**src/rtl/mem_arbiter_pkg.sv**
```systemverilog
// rtl/mem_arbiter_pkg.sv - shared types and constants for the memory arbiter
package mem_arbiter_pkg;

  localparam int WORD_W = 16;

  typedef logic [1:0] state_t;

  localparam state_t ST_IDLE   = 2'd0;
  localparam state_t ST_ACCESS = 2'd1;
  localparam state_t ST_WAIT   = 2'd2;
  localparam state_t ST_RESP   = 2'd3;

  localparam logic PORT_IF = 1'b0;
  localparam logic PORT_DT = 1'b1;

endpackage

```
**src/rtl/mem_arb_rr.sv**
```systemverilog
// rtl/mem_arb_rr.sv - two-port round-robin winner selection
module mem_arb_rr
  import mem_arbiter_pkg::*;
(
  input  logic if_req,
  input  logic dt_req,
  input  logic last_grant,
  output logic winner
);

  // On a tie the port that did not win last time goes; a lone request always wins.
  always_comb begin
    winner = PORT_IF;
    if (if_req && dt_req) begin
      winner = ~last_grant;
    end else if (dt_req) begin
      winner = PORT_DT;
    end
  end

endmodule

```
**src/rtl/mem_arbiter.sv**
```systemverilog
// rtl/mem_arbiter.sv - single-outstanding arbiter for fetch and data ports onto one memory
module mem_arbiter
  import mem_arbiter_pkg::*;
#(
  parameter int READ_LAT = 1
) (
  input  logic              clock,
  input  logic              reset_n,
  input  logic              if_req,
  input  logic [WORD_W-1:0] if_addr,
  output logic              if_ack,
  output logic              if_rvalid,
  output logic [WORD_W-1:0] if_rdata,
  input  logic              dt_req,
  input  logic              dt_we,
  input  logic [WORD_W-1:0] dt_addr,
  input  logic [WORD_W-1:0] dt_wdata,
  output logic              dt_ack,
  output logic              dt_rvalid,
  output logic [WORD_W-1:0] dt_rdata,
  output logic              mem_en,
  output logic              mem_we,
  output logic [WORD_W-1:0] mem_addr,
  output logic [WORD_W-1:0] mem_wdata,
  input  logic [WORD_W-1:0] mem_rdata
);

  localparam logic [1:0] LAST_CNT = 2'(READ_LAT - 1);

  state_t            state;
  logic [1:0]        wait_cnt;
  logic              last_grant;
  logic              cur_id;
  logic              cur_we;
  logic [WORD_W-1:0] cur_addr;
  logic [WORD_W-1:0] cur_wdata;
  logic [WORD_W-1:0] if_rdata_q;
  logic [WORD_W-1:0] dt_rdata_q;
  logic              winner;

  mem_arb_rr u_rr (
    .if_req     (if_req),
    .dt_req     (dt_req),
    .last_grant (last_grant),
    .winner     (winner)
  );

  always_ff @(posedge clock or negedge reset_n) begin
    if (!reset_n) begin
      state      <= ST_IDLE;
      wait_cnt   <= 2'd0;
      last_grant <= PORT_IF;
      cur_id     <= PORT_IF;
      cur_we     <= 1'b0;
      cur_addr   <= '0;
      cur_wdata  <= '0;
      if_rdata_q <= '0;
      dt_rdata_q <= '0;
    end else begin
      case (state)
        ST_IDLE: begin
          if (if_req || dt_req) begin
            cur_id     <= winner;
            last_grant <= winner;
            // The fetch port can never write, so its grant forces a read.
            cur_we     <= (winner == PORT_DT) && dt_we;
            cur_addr   <= (winner == PORT_DT) ? dt_addr : if_addr;
            cur_wdata  <= (winner == PORT_DT) ? dt_wdata : '0;
            state      <= ST_ACCESS;
          end
        end
        ST_ACCESS: begin
          wait_cnt <= 2'd0;
          state    <= cur_we ? ST_IDLE : ST_WAIT;
        end
        ST_WAIT: begin
          if (wait_cnt == LAST_CNT) begin
            if (cur_id == PORT_DT) begin
              dt_rdata_q <= mem_rdata;
            end else begin
              if_rdata_q <= mem_rdata;
            end
            wait_cnt <= 2'd0;
            state    <= ST_RESP;
          end else begin
            wait_cnt <= wait_cnt + 2'd1;
          end
        end
        ST_RESP: state <= ST_IDLE;
        default: state <= ST_IDLE;
      endcase
    end
  end

  assign mem_en    = (state == ST_ACCESS);
  assign mem_we    = mem_en && cur_we;
  assign mem_addr  = mem_en ? cur_addr : '0;
  assign mem_wdata = mem_en ? cur_wdata : '0;

  assign if_ack    = mem_en && (cur_id == PORT_IF);
  assign dt_ack    = mem_en && (cur_id == PORT_DT);
  assign if_rvalid = (state == ST_RESP) && (cur_id == PORT_IF);
  assign dt_rvalid = (state == ST_RESP) && (cur_id == PORT_DT);
  assign if_rdata  = if_rdata_q;
  assign dt_rdata  = dt_rdata_q;

endmodule

```
**config.mk**
```make
export PLATFORM = sky130hd
export DESIGN_NAME = mem_arbiter
export DESIGN_NICKNAME = d
export VERILOG_FILES = /design/src/rtl/mem_arbiter_pkg.sv /design/src/rtl/mem_arb_rr.sv /design/src/rtl/mem_arbiter.sv
export SDC_FILE = /design/constraint.sdc
export NUM_CORES = 1
export LEC_CHECK = 0
export CAP_MARGIN = 20
export CORE_AREA = 2 2 94 96
export CTS_CLUSTER_SIZE = 8
export DETAILED_ROUTE_END_ITERATION = 12
export DIE_AREA = 0 0 96 98
export HOLD_SLACK_MARGIN = 0.06
export PLACE_DENSITY = 0.73
export SETUP_SLACK_MARGIN = 0.4
export SYNTH_ARGS = -nofsm -noshare
export SYNTH_HDL_FRONTEND = slang
export SYNTH_SLANG_ARGS = --single-unit
```
**constraint.sdc**
```tcl
create_clock -name clock -period 1.58 [get_ports clock]
set_input_delay 0.158 -clock clock [delete_from_list [all_inputs] [get_ports clock]]
set_output_delay 0.158 -clock clock [all_outputs]
set_load 0.01 [all_outputs]
```
# Word-level counts from Yosys, hierarchy flattened
# Cells that the tools add are included.
[totals]
register_bits = 70
input_bits = 69
wordCells = 42
[classes]
add_sub_neg = 1
eq_ne = 5
mux = 12
bitwise_logic = 1
reduce_logical = 15
[ops]
columns = ["op", "count"]
rows = [
  ["$mux 16", 4],
  ["$mux 2", 4],
  ["$pmux 2 s4", 1],
  ["$logic_and 1x1->1", 7],
  ["$reduce_and 3->1", 2],
  ["$eq 2x2->1 const B", 2],
  ["$logic_not 2->1", 2],
  ["$ne 2x2->1 const B", 2],
  ["$pmux 2 s2", 1],
  ["$reduce_and 2->1", 2],
  ["$add 2x1->2 const B", 1],
  ["$eq 2x1->1 const B", 1],
  ["$mux 1", 2],
  ["$reduce_bool 2->1", 1],
  ["$logic_or 1x1->1", 1],
  ["$not 1->1", 1],
]

# Logic depth before layout (Yosys ltp)
# Gate-level depths: netlist of run 1.
[logic_depth]
ltp_word = 3
mapped_depth = 6
depth_no_buf = 5

# Hierarchy
# From an unflattened synthesis of run 1, not the netlist that was laid out.
[unflattened]
cells_unflattened = 283
area_unflattened_um2 = 3289.4
[modules_own_cells]
columns = ["mod", "n_inst", "cells_per_inst", "area_each_um2", "seq_area_each_um2"]
rows = [
  ["mem_arbiter", 1, 282, 3278.1, 1751.7],
  ["mem_arb_rr", 1, 1, 11.3, 0.0],
]

# Worst setup path before layout of run 1
# No wires, ideal clock.
[synth_path]
path_type = "reg2reg"
startpoint = "register state[0]"
endpoint = "register dt_rdata_q[10], in the netlist dt_rdata[10]"
setup_time_ns = 0.125
arrival_ns = 1.527
required_time_ns = 1.455
path_slack_ns = -0.072
path_stages_with_launch = 7
period_less_slack_ns = 1.652
path_cell_list = "dfrtp_1 > inv_1 > ha_1 > buf_2 > nand3_2 > buf_2 > mux2_2"
[synth_via]
elab_chain_len = 2
[synth_rtl]
columns = ["element", "line", "text"]
rows = [
  ["from (decl)", "mem_arbiter.sv:30", "state_t state;"],
  ["from (signal assigned)", "mem_arbiter.sv:74", "state <= cur_we ? ST_IDLE : ST_WAIT;"],
  ["$eq 2x2->1", "mem_arbiter.sv:60", "case (state)"],
  ["$reduce_and 3->1 (no source line)", "n/a", ""],
  ["to (signal assigned)", "mem_arbiter.sv:79", "dt_rdata_q <= mem_rdata;"],
  ["to (decl)", "mem_arbiter.sv:38", "logic [WORD_W-1:0] dt_rdata_q;"],
]
# Every way passes these cells.
# A chain may end at the register's enable or synchronous reset.

==> results of run 1 <==
==> cells in the final DEF (no fill, tap or decap), drive strengths merged, types with 2 or more instances in the layout <==
cell           instances
clkdlybuf4s15         31
nor2                  16
and2                  36
buf                   77
inv                    6
mux2                  32
a22o                  17
nand3                  3
dfrtp                 70
clkinv                 2
clkdlybuf4s50         67
ha                     8
nor2b                  2
nand2                 16
o21ai                  3
clkbuf                15
a21oi                 33
==> layer usage <==
metal  GRT usage  part of all wire
met1       0.253              0.44
met2       0.315              0.50
met3      0.0316             0.049
met4      0.0659             0.010
met5           0                 0
==> registers in the layout, summed over array words and instances (netlist names), named ones only <==
name	flops
state	1
cur_we	1
cur_id	1
cur_addr	16
if_rdata	16
cur_wdata	16
wait_cnt	2
dt_rdata	16
==> worst max path at each step <==
stage                               end  cells past startpoint
2_1_floorplan  dt_rdata[10]$_DFFE_PN0P_                      6
5_1_grt        cur_addr[10]$_DFFE_PN0P_                     10
4_1_cts                    mem_wdata[9]                      4
6_report       cur_wdata[5]$_DFFE_PN0P_                      9
3_5_place_dp    cur_addr[5]$_DFFE_PN0P_                      5
3_3_place_gp    cur_addr[6]$_DFFE_PN0P_                      5
==> where the power goes <==
| group | internal (mW) | total [mW] | switching, mW |
|---|---|---|---|
| Combinational | 3.69 | 6.24 | 2.55 |
| Sequential | 2.67 | 3.20 | 0.532 |
| Clock | 0.816 | 1.51 | 0.694 |
| Total | 7.17 | 11.0 | 3.78 |
==> cell type report <==
| type | instances | share of cell area |
|---|---|---|
| clock buffers | 11 | 0.0268 |
| clock inverters | 5 | 0.00998 |
| inverters | 5 | 0.00421 |
| multi-input cells | 176 | 0.297 |
| flip-flops and latches | 70 | 0.310 |
| well taps | 108 | 0.0239 |
| repair buffers | 180 | 0.328 |
==> worst max-delay path: stages (launching register included) <==
cell       delay (ns)
dfrtp_1          0.40
inv_2            0.09
buf_6            0.10
buf_6            0.09
ha_4             0.14
buf_6            0.10
o21ai_4          0.10
buf_12           0.15
clkbuf_16        0.15
a22o_1           0.20
==> kinds of logic (layout without fill, tap and decap cells) <==
family | count (synthesis) | after routing | share of synthesized area
AO/OA/AOI/OAI | 59 | 59 | 0.126
multiplexers | 33 | 33 | 0.118
AND/OR/NAND/NOR | 76 | 76 | 0.131
adder cells (fa/ha/maj) | 8 | 8 | 0.0319
buffers and inverters | 20 | 201 | 0.0339
flip-flops | 70 | 70 | 0.559
==> timing repair <==
item,4_1_cts,5_1_grt
hold buffers,1,0
setup endpoints to repair,140,120
resized for setup,271,68
pin swaps,22,25
cloned,4,4
endpoints found under the hold margin,32,0
buffers inserted,11,6
==> results_dict.tcl, run 1 <==
set metrics [dict create \
    status "complete, but fails checks" \
    violations "negative setup slack" \
    num_io_pins 139 \
    grt_use_total 0.191 \
    utilization 0.667 \
    via_per_inst 4.90 \
    synth_cells 266 \
    ys_types 29 \
    core.rowCount 34 \
    area_growth_pct 80.0 \
    fin_crit_ns 1.63 \
    placedCellCount 513 \
    setup_tns_ns -0.722 \
    multi_input_area_um2 1670 \
    cp_max_fo 5 \
    cp-end-kind "flip-flop" \
    synth_largest_area_cell "dfrtp_1" \
    finalHoldViolCount 0 \
    grt_pass1_wl_mm 14.0 \
    die_x_um 96 \
    clk_pin_slew_worst_paths_ns 0.08 \
    clk_latency_ns 0.34 \
    worst_pin_slew_ns 0.463 \
    reg2reg_to "cur_wdata[5]$_DFFE_PN0P_" \
    die_h_um 98 \
    synthArstFlopShare 1.00 \
    overflow 0 \
    cp.arrival_ns 1.87 \
    core-area_um2 8470 \
    rsz0062_at_grt "true" \
    total_power_mw 11.0 \
    io_buffers 138 \
    remaining_drc_errors 0 \
    num_antenna_cells 0 \
    dp_slack_ns -0.177 \
    place_area_um2 4790 \
    synthesis.area_um2 3130 \
    wirelength_mm 9.70 \
    clock_sinks 70 \
    yosysTopAreaCellShare 0.559 \
    syn_nets 343 \
    rr_worst_depth 9 \
    slew_headroom 0.692 \
    dr.pass1.iters 4 \
    ys_seq_elements 70 \
    synth_edf_count 0 \
    worstSetupStartpointType "flip-flop" \
    drive_gt1_frac 0.423 \
    clockBufferDepth 2 \
    worst_ir_drop_vdd_mv 0.842 \
    regArea_um2 1750 \
    power_density_nw_per_um2 1940 \
    dp_hpwl_mm 5.96 \
    wire_per_inst_um 17.5 \
    cts.htree.levels 3 \
    fill_cells 636 \
    synth_area_per_cell_um2 11.8 \
    dieArea_um2 9410 \
    cp.required_ns 1.82 \
    grt_pass1_vias 2785 \
    timing.fmax_ghz 0.614 \
    critPathKind "flip-flop to flip-flop" \
    yosysWarnings 0 \
    ys_seq_area_frac 0.559 \
    drtAntennaViolNets 0 \
    final_area_um2 5640 \
    finalSetupViolCount 31 \
    whs_ns 0.323 \
    gp_congestion 0.703 \
    maxCapViolCount 0 \
    period_share 1.03 \
    start_util 0.370 \
    nets 519 \
    fin_ws_ns -0.0492 \
    antenna_found_initial 0 \
    final_cell_count_no_fill 555 \
    grt_max_degree 35 \
    cts_tree "yes" \
    via_count 2722 \
    synth-main-ff-cell "dfrtp_1" \
    fin_skew_ns 0.00943 \
    drt_iter0_markers 75 \
    synth_common_cells "dfrtp_1, and2_1, a21oi_1" \
    root_buffer "clkbuf_8" \
    synth_area_leaders "dfrtp_1, mux2_2, and2_1" \
    r2r_slack_ns -0.05 \
    hold_path.class "input pin to async pin" \
    slew_viol_final 0 \
    yosysMostFrequentCell "dfrtp_1" \
    leakagePower_nw 2.62 \
    cts_made_buffers 9 \
]
Power figures use the tool's default switching activity.
==> inputs of run 2 (changes only) <==
--- a/config.mk
+++ b/config.mk
@@ -6,10 +6,11 @@
 export NUM_CORES = 1
 export LEC_CHECK = 0
 export CAP_MARGIN = 20
-export CORE_AREA = 2 2 94 96
-export CTS_CLUSTER_SIZE = 8
+export CELL_PAD_IN_SITES_DETAIL_PLACEMENT = 1
+export CELL_PAD_IN_SITES_GLOBAL_PLACEMENT = 2
+export CORE_AREA = 2 2 120 122
 export DETAILED_ROUTE_END_ITERATION = 12
-export DIE_AREA = 0 0 96 98
+export DIE_AREA = 0 0 122 124
 export HOLD_SLACK_MARGIN = 0.06
 export PLACE_DENSITY = 0.73
 export SETUP_SLACK_MARGIN = 0.4
==> results_dict.tcl, run 2 (same netlist as run 1, synthesis figures left out) <==
set metrics [dict create \
    status "complete, but fails checks" \
    violations "negative setup slack" \
    cp_slowest_stage_delay_ns 0.42 \
    cp.arrival_ns 1.45 \
    area_growth_pct 83.4 \
    fin_crit_ns 1.61 \
    worstSetupStartpointType "flip-flop" \
    dp_hpwl_mm 7.13 \
    period_share 1.02 \
    via_count 2699 \
    slew_headroom 0.721 \
    via_per_inst 4.38 \
    dieArea_um2 15100 \
    root_buffer "clkbuf_16" \
    grt_use_total 0.137 \
    whs_ns 0.327 \
    final_cell_mix "dfrtp_1, clkdlybuf4s50_1, mux2_4" \
    remaining_drc_errors 0 \
    wire_per_inst_um 17.2 \
    cp.required_ns 1.42 \
    path_common_cell "buf_6" \
    drive_gt1_frac 0.406 \
    fin_ws_ns -0.0276 \
    io_buffers 138 \
    antenna_found_initial 0 \
    num_io_pins 139 \
    slew_viol_final 0 \
    leakagePower_nw 2.63 \
    overflow 0 \
    timing.rr.start "state[0]$_DFFE_PN0P_" \
    gp_congestion 0.799 \
    wirelength_mm 10.6 \
    crit_chain "ha_4, buf_8, buf_6, and2_4, buf_6" \
    grt_max_degree 43 \
    final_common_cell "dfrtp_1" \
    cts_tree "yes" \
    grt_pass1_vias 2850 \
    worstSetupStartpoint "state[0]$_DFFE_PN0P_" \
    die_h_um 124 \
    cts.htree.levels 3 \
    core.rowCount 43 \
    drt_iter0_markers 56 \
    num_antenna_cells 0 \
    finalSetupViolCount 3 \
    nets 508 \
    critPathBufInv 3 \
    clk_latency_ns 0.33 \
    power_density_nw_per_um2 1990 \
    cp_max_fo 7 \
    worst_pin_slew_ns 0.418 \
    finalHoldViolCount 0 \
    cp-end-kind "primary output" \
    die_x_um 122 \
    drtAntennaViolNets 0 \
    cts_made_buffers 9 \
    grt_pass1_wl_mm 15.5 \
    slowest_stage "dfrtp_1" \
    start_util 0.228 \
    fin_skew_ns 0.00738 \
    rsz0062_at_grt "true" \
    critPathKind "flip-flop to primary output" \
    total_power_mw 11.4 \
    clockBufferDepth 2 \
    worst_ir_drop_vdd_mv 0.676 \
    dr.pass1.iters 4 \
    clock_sinks 70 \
    path_delay_family "flip-flops" \
    maxCapViolCount 0 \
    core-area_um2 13700 \
    hold_path.class "input pin to async pin" \
    timing.fmax_ghz 0.622 \
    clk_pin_slew_worst_paths_ns 0.05 \
]
[run 2: changes by cell type in the layout (fill, tap and decap cells not counted), moves of 6 or more]
cell / before / now
nor2_1: 16 / 4
dlygate4sd2_1: 0 / 6
a21oi_1: 7 / 25
clkbuf_16: 3 / 11
nor2_2: 0 / 7
buf_4: 17 / 9
clkbuf_8: 11 / 2
a21oi_2: 20 / 8
a21oi_4: 6 / 0
[run 2: path summary, 6_finish.rpt]
check | to | slack, ns | depth (start not counted)
setup / recovery | mem_addr[2] | -0.03 | 5
hold / removal | cur_wdata[11]$_DFFE_PN0P_ | 0.33 | 2
setup reg to reg | if_rdata[5]$_DFFE_PN0P_ | 0.04 | 6
hold reg to reg | dt_rdata[0]$_DFFE_PN0P_ | 0.50 | 1
max in group asynchronous | cur_id$_DFFE_PN0P_ | 0.66 | 3
min in group clock | cur_addr[7]$_DFFE_PN0P_ | 0.38 | 3
[run 2: area by class of cell]
type,count,area [um2]
Clock buffer,13,260
Clock inverter,3,42.5
Fill cell,1461,7970
Inverter,5,26.3
Multi-Input combinational cell,176,1670
Sequential cell,70,1750
Tap cell,180,225
Timing Repair Buffer,169,1770
[run 2: metal layers]
metal / GRT usage / up-vias / share of wire
met2: 0.228 / 77 / 0.50
li1: - / 1253 / -
met3: 0.0288 / 13 / 0.056
met5: 0 / - / 0
met4: 0.0496 / 0 / 0.015
met1: 0.175 / 1356 / 0.43
[run 2: report_power, final]
group | leakage, nW | switching, mW | internal [mW]
Sequential | 0.836 | 0.587 | 2.68
Clock | 0.146 | 0.754 | 1.31
Combinational | 1.65 | 2.46 | 3.62
Total | 2.63 | 3.80 | 7.61
[run 2: worst reg2reg max path, stage by stage (launching register included)]
cell and delay, ns:
dfrtp_1 0.42, buf_6 0.16, inv_8 0.07, ha_4 0.17
nand3b_4 0.13, buf_12 0.18, mux2_4 0.31
[run 2: stage by stage]
stage	setup TNS [ns]	std cells	instance area [um2]	setup WS, ns	util
after floorplan	0	266	3230	0.128	-
after global placement	-2.08	587	4920	-0.106	0.359
after detailed placement	-4.34	587	4920	-0.158	0.359
after CTS	-1.17	608	5290	-0.0892	0.385
after global routing	-1.60	616	5750	-0.0907	0.419
final	-0.0711	616	5750	-0.0276	0.419
[run 2: what timing repair did]
item / in CTS / in global routing
resized for setup: 202 / 143
gates cloned: 3 / 3
pin swaps: 3 / 19
hold buffers: 1 / 0
setup buffers: 1 / 5
setup endpoints to repair: 140 / 127
endpoints found under the hold margin: 28 / 0
